### src/rtl/pipelined_mux_arbiter_if.sv
// Handshake bundle for the pipelined N-to-1 word selector: per-channel
// request/accept on the input side, one-entry valid/ready on the output side.
interface pipelined_mux_arbiter_if #(
  parameter int WIDTH    = 16,
  parameter int CHANNELS = 16,
  parameter int SEL_W    = 4
);
  logic [CHANNELS*WIDTH-1:0] in_data;
  logic [CHANNELS-1:0]       in_valid;
  logic [CHANNELS-1:0]       in_ready;
  logic                      mode;
  logic [SEL_W-1:0]          sel;
  logic [WIDTH-1:0]          out_data;
  logic [SEL_W-1:0]          out_chan;
  logic                      out_valid;
  logic                      out_ready;

  modport master (
    output in_data, in_valid, mode, sel, out_ready,
    input  in_ready, out_data, out_chan, out_valid
  );

  modport slave (
    input  in_data, in_valid, mode, sel, out_ready,
    output in_ready, out_data, out_chan, out_valid
  );
endinterface

### src/rtl/pipelined_mux_arbiter.sv
// Registered N-to-1 word selector with fixed-select or round-robin grant and a
// one-entry output buffer that holds its word stable while downstream stalls.
module pipelined_mux_arbiter #(
  parameter int WIDTH    = 16,
  parameter int CHANNELS = 16,
  parameter int SEL_W    = 4
) (
  input logic                   clk,
  input logic                   rst,
  pipelined_mux_arbiter_if.slave bus
);

  logic [WIDTH-1:0] data_p0;
  logic [SEL_W-1:0] chan_p0;
  logic             vld_p0;
  logic [SEL_W-1:0] ptr_p0;

  logic             gnt_vld;
  logic [SEL_W-1:0] gnt_idx;
  logic [WIDTH-1:0] gnt_data;
  logic             space;
  logic             xfer;
  int               rr_pos;

  function automatic logic [SEL_W-1:0] next_ptr(input logic [SEL_W-1:0] g);
    return (g == SEL_W'(CHANNELS - 1)) ? '0 : g + SEL_W'(1);
  endfunction

  // Round-robin scans from the farthest offset down so the channel nearest
  // the pointer overwrites any later match and wins.
  always_comb begin
    gnt_vld = 1'b0;
    gnt_idx = '0;
    rr_pos  = 0;
    if (!bus.mode) begin
      for (int k = 0; k < CHANNELS; k++) begin
        if (bus.sel == SEL_W'(k) && bus.in_valid[k]) begin
          gnt_vld = 1'b1;
          gnt_idx = SEL_W'(k);
        end
      end
    end else begin
      for (int i = CHANNELS - 1; i >= 0; i--) begin
        rr_pos = int'(ptr_p0) + i;
        if (rr_pos >= CHANNELS) rr_pos = rr_pos - CHANNELS;
        for (int k = 0; k < CHANNELS; k++) begin
          if (rr_pos == k && bus.in_valid[k]) begin
            gnt_vld = 1'b1;
            gnt_idx = SEL_W'(k);
          end
        end
      end
    end
  end

  always_comb begin
    gnt_data = '0;
    for (int k = 0; k < CHANNELS; k++) begin
      if (gnt_idx == SEL_W'(k)) gnt_data = bus.in_data[k*WIDTH +: WIDTH];
    end
  end

  assign space        = (!vld_p0 || bus.out_ready) && !rst;
  assign xfer         = gnt_vld && space;
  assign bus.in_ready = xfer ? (CHANNELS'(1) << gnt_idx) : '0;

  // Stage p0: output buffer and round-robin pointer
  always_ff @(posedge clk) begin
    if (rst) begin
      vld_p0  <= 1'b0;
      data_p0 <= '0;
      chan_p0 <= '0;
      ptr_p0  <= '0;
    end else if (xfer) begin
      vld_p0  <= 1'b1;
      data_p0 <= gnt_data;
      chan_p0 <= gnt_idx;
      ptr_p0  <= next_ptr(gnt_idx);
    end else if (vld_p0 && bus.out_ready) begin
      vld_p0  <= 1'b0;
    end
  end

  assign bus.out_data  = data_p0;
  assign bus.out_chan  = chan_p0;
  assign bus.out_valid = vld_p0;

endmodule

### src/flat_wrapper.sv
// flat-port wrapper written by rule: the top's interface ports become plain ports
module pipelined_mux_arbiter_flat 
#(
  parameter int WIDTH    = 16,
  parameter int CHANNELS = 16,
  parameter int SEL_W    = 4
)
  (clk, rst, bus_in_data, bus_in_valid, bus_mode, bus_sel, bus_out_ready, bus_in_ready, bus_out_data, bus_out_chan, bus_out_valid);
  pipelined_mux_arbiter_if #(.WIDTH(WIDTH), .CHANNELS(CHANNELS), .SEL_W(SEL_W)) bus_i ();
  input logic clk;
  input logic rst;
  input wire logic [$bits(bus_i.in_data)-1:0] bus_in_data;
  input wire logic [$bits(bus_i.in_valid)-1:0] bus_in_valid;
  input wire logic [$bits(bus_i.mode)-1:0] bus_mode;
  input wire logic [$bits(bus_i.sel)-1:0] bus_sel;
  input wire logic [$bits(bus_i.out_ready)-1:0] bus_out_ready;
  output wire logic [$bits(bus_i.in_ready)-1:0] bus_in_ready;
  output wire logic [$bits(bus_i.out_data)-1:0] bus_out_data;
  output wire logic [$bits(bus_i.out_chan)-1:0] bus_out_chan;
  output wire logic [$bits(bus_i.out_valid)-1:0] bus_out_valid;
  assign bus_i.in_data = bus_in_data;
  assign bus_i.in_valid = bus_in_valid;
  assign bus_i.mode = bus_mode;
  assign bus_i.sel = bus_sel;
  assign bus_i.out_ready = bus_out_ready;
  assign bus_in_ready = bus_i.in_ready;
  assign bus_out_data = bus_i.out_data;
  assign bus_out_chan = bus_i.out_chan;
  assign bus_out_valid = bus_i.out_valid;
  pipelined_mux_arbiter #(.WIDTH(WIDTH), .CHANNELS(CHANNELS), .SEL_W(SEL_W)) u_core (.clk(clk), .rst(rst), .bus(bus_i));
endmodule
### config.mk
export PLATFORM = sky130hd
export DESIGN_NAME = pipelined_mux_arbiter_flat
export DESIGN_NICKNAME = d
export VERILOG_FILES = /design/src/rtl/pipelined_mux_arbiter_if.sv /design/src/rtl/pipelined_mux_arbiter.sv /design/src/flat_wrapper.sv
export SDC_FILE = /design/constraint.sdc
export NUM_CORES = 1
export LEC_CHECK = 0
export CAP_MARGIN = 20
export CORE_UTILIZATION = 37
export DETAILED_ROUTE_END_ITERATION = 7
export PLACE_DENSITY = 0.77
export SETUP_SLACK_MARGIN = 0.3
export SYNTH_ARGS = -nofsm -noshare
export SYNTH_HDL_FRONTEND = slang
export SYNTH_SLANG_ARGS = --single-unit
export TNS_END_PERCENT = 5
### constraint.sdc
create_clock -name clk -period 7.85 [get_ports clk]
set_clock_uncertainty 0.2 [all_clocks]
set_input_delay 1.1775 -clock clk [delete_from_list [all_inputs] [get_ports clk]]
set_output_delay 1.1775 -clock clk [all_outputs]
set_load 0.005 [all_outputs]
## After elaboration in Yosys (flattened, before gate mapping)

Index checks and enable logic that the tools add are counted.

- Bits in registers: 25
- Output and inout port bits: 37
- Word-level logic and storage cells: 1216

- Add/sub/neg operators: 32
- Order comparisons: 16
- Equality and inequality tests: 270
- Shift operators: 1
- Multiplexer cells: 596
- Reduce and logical (&&, ||, !) cells: 297

Operator list:

| operator | number |
|---|---|
| 32-bit by 5-bit == test with 1-bit output, second input constant | 128 |
| 32-bit by 4-bit == test with 1-bit output, second input constant | 64 |
| 4-bit two-way mux | 258 |
| 32-bit by 3-bit == test with 1-bit output, second input constant | 32 |
| 32-bit two-way mux | 32 |
| 32-bit by 2-bit == test with 1-bit output, second input constant | 16 |
| 32-bit zero test | 16 |
| 32-bit by 6-bit >= comparator with 1-bit output, second input constant | 15 |
| 32-bit by 6-bit subtractor with 32-bit output, second input constant | 15 |
| 1-bit two-way mux | 277 |
| 1-bit logical AND | 275 |
| 16-bit two-way mux | 17 |
| 4-bit == test, second input constant | 16 |
| 4-bit by 4-bit adder with 5-bit output, second input constant | 8 |
| 4-bit by 3-bit == test with 1-bit output, second input constant | 8 |
| 3-bit two-way mux | 8 |
| 4-bit by 3-bit adder with 5-bit output, second input constant | 4 |
| 4-bit by 2-bit == test with 1-bit output, second input constant | 4 |
| 1-bit by 4-bit << shifter with 16-bit output, first input constant | 1 |
| 4-bit by 2-bit adder with 5-bit output, second input constant | 2 |
| 4-bit by 1-bit == test with 1-bit output, second input constant | 2 |
| 4-bit zero test | 2 |
| 2-bit two-way mux | 4 |
| 4-bit by 5-bit subtractor with 6-bit output, second input constant | 1 |
| 6 further kinds | 7 |

## Longest topological paths before layout

- Depth in word-level cells: 279
- Depth in mapped cells: 32

## Least setup slack after synthesis

OpenSTA, ideal clock, no wires.

- Kind: register to output
- From: register u_core.ptr_p0[1]
- To: output bus_in_ready[12]
- Arrival time: 5.696 ns
- Data required time: 6.472 ns
- Slack: 0.776 ns
- Stages on the path, launching flop included: 26
- Path buffers: 10
- Path through: dfxtp_1 -> buf_6 -> buf_6 -> buf_4 -> inv_1 -> clkbuf_1 -> clkbuf_1 -> ha_1 -> clkbuf_1 -> a21boi_2 -> xnor2_1 -> mux2i_1 -> o221ai_1 -> a211o_1 -> a21oi_1 -> o221ai_1 -> a2111oi_0 -> nor4_1 -> inv_1 -> ha_1 -> clkbuf_1 -> clkbuf_1 -> and3_1 -> clkbuf_1 -> clkbuf_1 -> and2_1

- Elaborated cells between the ends (all ways): 1107
- Those cells by class: add/sub: 31; order compare: 16; eq/ne: 240; shift: 1; mux: 546; reduce/logical: 273

RTL lines:

| element | line | text |
|---|---|---|
| from (decl) | pipelined_mux_arbiter.sv:16 | `logic [SEL_W-1:0] ptr_p0;` |
| from (signal assigned) | pipelined_mux_arbiter.sv:78 | `ptr_p0 <= next_ptr(gnt_idx);` |
| 4-bit by 4-bit adder with 5-bit output | pipelined_mux_arbiter.sv:44 | `rr_pos = int'(ptr_p0) + i;` |
| 32-bit by 6-bit subtractor with 32-bit output or 32-bit by 6-bit >= comparator with 1-bit output (tied branches) | pipelined_mux_arbiter.sv:45 | `if (rr_pos >= CHANNELS) rr_pos = rr_pos - CHANNELS;` |
| 32-bit two-way mux | pipelined_mux_arbiter.sv:45 |  |
| 32-bit two-way mux | pipelined_mux_arbiter.sv:35 | `if (!bus.mode) begin` |
| 32-bit by 3-bit == test with 1-bit output | pipelined_mux_arbiter.sv:47 | `if (rr_pos == k && bus.in_valid[k]) begin` |
| 1-bit logical AND | pipelined_mux_arbiter.sv:47 |  |
| 2-bit two-way mux (2 in a row) | pipelined_mux_arbiter.sv:47 |  |
| 3-bit two-way mux (4 in a row) | pipelined_mux_arbiter.sv:47 |  |
| 4-bit two-way mux (247 in a row) | pipelined_mux_arbiter.sv:47 |  |
| 4-bit two-way mux (*) | pipelined_mux_arbiter.sv:47 |  |
| 4-bit two-way mux (*) | pipelined_mux_arbiter.sv:35 |  |
| net u_core.gnt_idx[1] | pipelined_mux_arbiter.sv:19 | `logic [SEL_W-1:0] gnt_idx;` |
| 1-bit by 4-bit << shifter with 16-bit output (*) | pipelined_mux_arbiter.sv:65 | `assign bus.in_ready = xfer ? (CHANNELS'(1) << gnt_idx) : '0;` |
| 16-bit two-way mux (*) | pipelined_mux_arbiter.sv:65 |  |
| to (decl) | flat_wrapper.sv:17 | `output wire logic [$bits(bus_i.in_ready)-1:0] bus_in_ready;` |

The timed path passes the listed nets; every way through them passes the cells marked *. The select of a mux whose other input is x is not followed.

## Final worst setup path

- From: input bus_in_valid[4]
- To: output bus_in_ready[13]

- Cells in the longest elaborated chain, start to end: 256
- Elaborated cells between the ends (all ways): 550
- Those cells by class: shift: 1; mux: 531; reduce/logical: 18

Ends and longest elaborated chain:

| element | line | text |
|---|---|---|
| from (decl) | flat_wrapper.sv:13 | `input wire logic [$bits(bus_i.in_valid)-1:0] bus_in_valid;` |
| 1-bit logical AND | pipelined_mux_arbiter.sv:47 |  |
| 3-bit two-way mux (4 in a row) | pipelined_mux_arbiter.sv:47 |  |
| 4-bit two-way mux (248 in a row) | pipelined_mux_arbiter.sv:47 |  |
| 4-bit two-way mux (*) | pipelined_mux_arbiter.sv:35 |  |
| net u_core.gnt_idx[1] | pipelined_mux_arbiter.sv:19 |  |
| 1-bit by 4-bit << shifter with 16-bit output (*) | pipelined_mux_arbiter.sv:65 |  |
| 16-bit two-way mux (*) | pipelined_mux_arbiter.sv:65 |  |

The timed path passes the listed nets; every way through them passes the cells marked *.

==> flow_summary_export.csv <==
group,metric,value,unit
logic_synthesis,synth_edf_count,0,
power,powerDensity,532,mW/mm2
grt,grt_pass1_vias,14000,
timing,fin_ws,0.244,ns
finish,mostFrequentLayoutCells,"clkdlybuf4s50_1 (316), nand2_1 (166), a21oi_1 (134)",
power,finalPower,7.03,mW
logic_synthesis,ys_types,92,
logic_synthesis,synth-main-ff-cell,"dfxtp_1",
route,wire_per_inst,33.1,um
grt,use_met3,16.6,%
placement,port_buffers,316,
placement,place_ws,0.541,ns
min_path,min_from,"u_core.bus.out_data[10]$_SDFFE_PP0P_",
timing,fin_setup_tns,0,ns
route,first_pass_iters,8,
logic_synthesis,synth_fa_ha_area_share,1.50,%
route,postRouteWirelength,66.9,mm
logic_synthesis,postSynth.asyncResetShare,0,%
finish,nNetsFinal,1988,
setup_path,path_max_fanout,24,
logic_synthesis,synth.ff_latch_count,25,
floorplanning,die_area,0.0254,mm2
logic_synthesis,synth_compound_area_share,42.9,%
floorplanning,fp.dieH,159,um
logic_synthesis,postSynthAreaPerCell,6.54,um2
route,route.detailed.drc,2,
min_path,hold_class,"reg2reg",
setup_path,endpoint_kind,"primary output",
finish,instances_no_fill,2020,
placement,place_hpwl,51.9,mm
finish,layout.cells.most_common,"clkdlybuf4s50_1",
grt,use_met2,77.5,%
cts,clk_path_buf_depth,2,
setup_path,critical_path.max_stage_delay,0.78,ns
grt,use_met1,60.7,%
route,via_per_inst,7.25,
placement,gp_congestion,1.11,
cts,cts_made_buffers,3,
grt,grt-busiest-layer,"met2",
cts,clkLatencyLatePin,0.28,ns
setup_path,cp-start-kind,"input pin",
floorplanning,die_x,159,um
cts,cts_hold_buf,0,
grt,overflow,0,
cts,root_buffer,"clkbuf_16",
grt,antenna_found_initial,2,
power,max-vdd-ir-drop,0.000518,V
route,drt_iter0_markers,2334,
flow_run,drv_cap,0,
cts,clkSinkCount,25,
timing,slew_viol_final,0,
logic_synthesis,syn_inst,1404,
finish,diodes,0,
outcome,violations,"design-rule violations",
cts,h-tree-depth,1,
logic_synthesis,synth_top_family_by_area,"compound AO/OA/AOI/OAI gates",
power,p_leak,4.81,nW
floorplanning,pin_count,317,
route,dr_total_vias,14600,
cts,path_clk_slew,0.08,ns
setup_path,required,6.47,ns
logic_synthesis,yosysWarnings,0,
grt,grt_use_total,50.9,%
logic_synthesis,synth-simple-area-share,28.5,%
timing,min_period_over_period,96.9,%
grt,grt_pass1_wl,96.1,mm
timing,final-hold-violation-count,0,
timing,max_freq,131,MHz
setup_path,crit_start,"bus_in_valid[4]",
outcome,status,"finished, violations left",
finish,area_delta_synth_final,43.9,%
timing,tightest_slew,1.38,ns
finish,utilization,54.3,%
setup_path,crit_type,"in2out",
floorplanning,num_rows,57,
floorplanning,coreArea,0.0243,mm2
route,postRouteAntennaNets,0,
timing,setup_viol,0,
setup_path,arrival,6.23,ns
grt,grt_max_degree,98,
timing,min_period,7.61,ns
cts,cts_tree,"done",
setup_path,rr_startpoint,"u_core.ptr_p0[1]$_SDFFE_PP0P_",
logic_synthesis,synth_nets,1695,
logic_synthesis,ys_seq_area_share,5.45,%
timing,rsz0062_at_grt,"no",
setup_path,slowest_stage,"clkdlybuf4s50_1",
setup_path,crit_path_cell_trace,"clkdlybuf4s50_1, nor2b_1, a32oi_1, o22ai_1, or4_1, o221ai_1, a2111oi_0, nor4_1, buf_4, inv_1, buf_4, ha_2, buf_12, nand2_1, nor2_1, clkdlybuf4s50_1",
logic_synthesis,synth.area.mux_share,11.8,%
logic_synthesis,synthXorXnorAreaFrac,1.05,%
timing,max_slew_margin,7.04,%
finish,layout-drive-gt1-share,12.4,%
logic_synthesis,syn_area,0.00918,mm2
floorplanning,start_util,37.7,%
placement,dp.cells,2016,
per-stage QoR:
step / hold WS (ns) / area, um2
6_report: 0.299 / 13200
2_1_floorplan: 0.249 / 9180
3_3_place_gp: 0.240 / 13100
3_5_place_dp: 0.269 / 13100
5_1_grt: 0.305 / 13200
4_1_cts: 0.287 / 13200
metal layers:
layer  vias up  part of all wire, %  routed length [um]
met5         -                0.012                   8
li1       6082                    -                   -
met4         2                  9.0                6010
met1      6802                   35               23500
met3       366                   14                9680
met2      1396                   41               27700
synthesized netlist by cell type, drive strengths merged, types with 22 or more instances:
cell type	number	area [um2]
nand2	167	629
a21oi	136	696
nor2	119	449
o21ai	101	505
clkbuf	94	353
buf	62	358
mux2i	47	474
nand3	43	215
nor3	37	190
o22ai	32	200
a31oi	28	181
a222oi	27	270
dfxtp	25	500
inv	24	90.1
o211ai	22	165
o221ai	22	193
critical path, delay by kind of cell:
| family | cells | cell delay (ns) |
|---|---|---|
| and+or+nand+nor | 5 | 1.86 |
| adders and majority gates | 1 | 0.18 |
| AOI/OAI and AO/OA | 4 | 1.09 |
| buffers and inverters | 6 | 1.91 |
area by class of cell:
class,count,area (um2)
inverters,26,97.6
flip-flops and latches,25,513
well taps,324,405
repair buffers,444,4190
clock inverters,1,5.00
multi-input cells,1197,7920
clock buffers,3,75.1
fillers,2355,11100
power by group:
part	total, mW	leakage [nW]	switching (mW)	internal, mW
Clock	0.132	0.0409	0.0627	0.0695
Sequential	0.291	0.209	0.111	0.180
Combinational	6.60	4.56	4.13	2.47
Total	7.03	4.81	4.31	2.72
kinds of logic (layout without fill, tap and decap cells):
logic type,after synthesis,count (layout)
AO/OA/AOI/OAI,567,567
AND/OR/NAND/NOR,524,524
buffers and inverters,182,474
adder cells (fa/ha/maj),11,11
multiplexers,84,84
flip-flops,25,25
XOR/XNOR,11,11
what timing repair did:
| item | 4_1_cts | 5_1_grt |
|---|---|---|
| resized for setup | 0 | 3 |
| endpoints found under the setup margin | 0 | 4 |
| setup buffers | 0 | 0 |
flip-flops by register name, indices dropped and copies added, names as in the netlist:
name and count:
u_core.bus.out_valid 1, u_core.bus.out_data 16, u_core.bus.out_chan 4, u_core.ptr_p0 4
path summary, 6_finish.rpt:
path	end	slack [ns]	cells past startpoint
worst max-delay path	bus_in_ready[13]	0.24	16
worst min register to register	u_core.bus.out_data[10]$_SDFFE_PP0P_	0.30	2
worst min-delay path	u_core.bus.out_data[10]$_SDFFE_PP0P_	0.30	2
worst max register to register	u_core.bus.out_data[1]$_SDFFE_PP0P_	0.58	24
No activity file was read; power rests on OpenSTA's default activity.
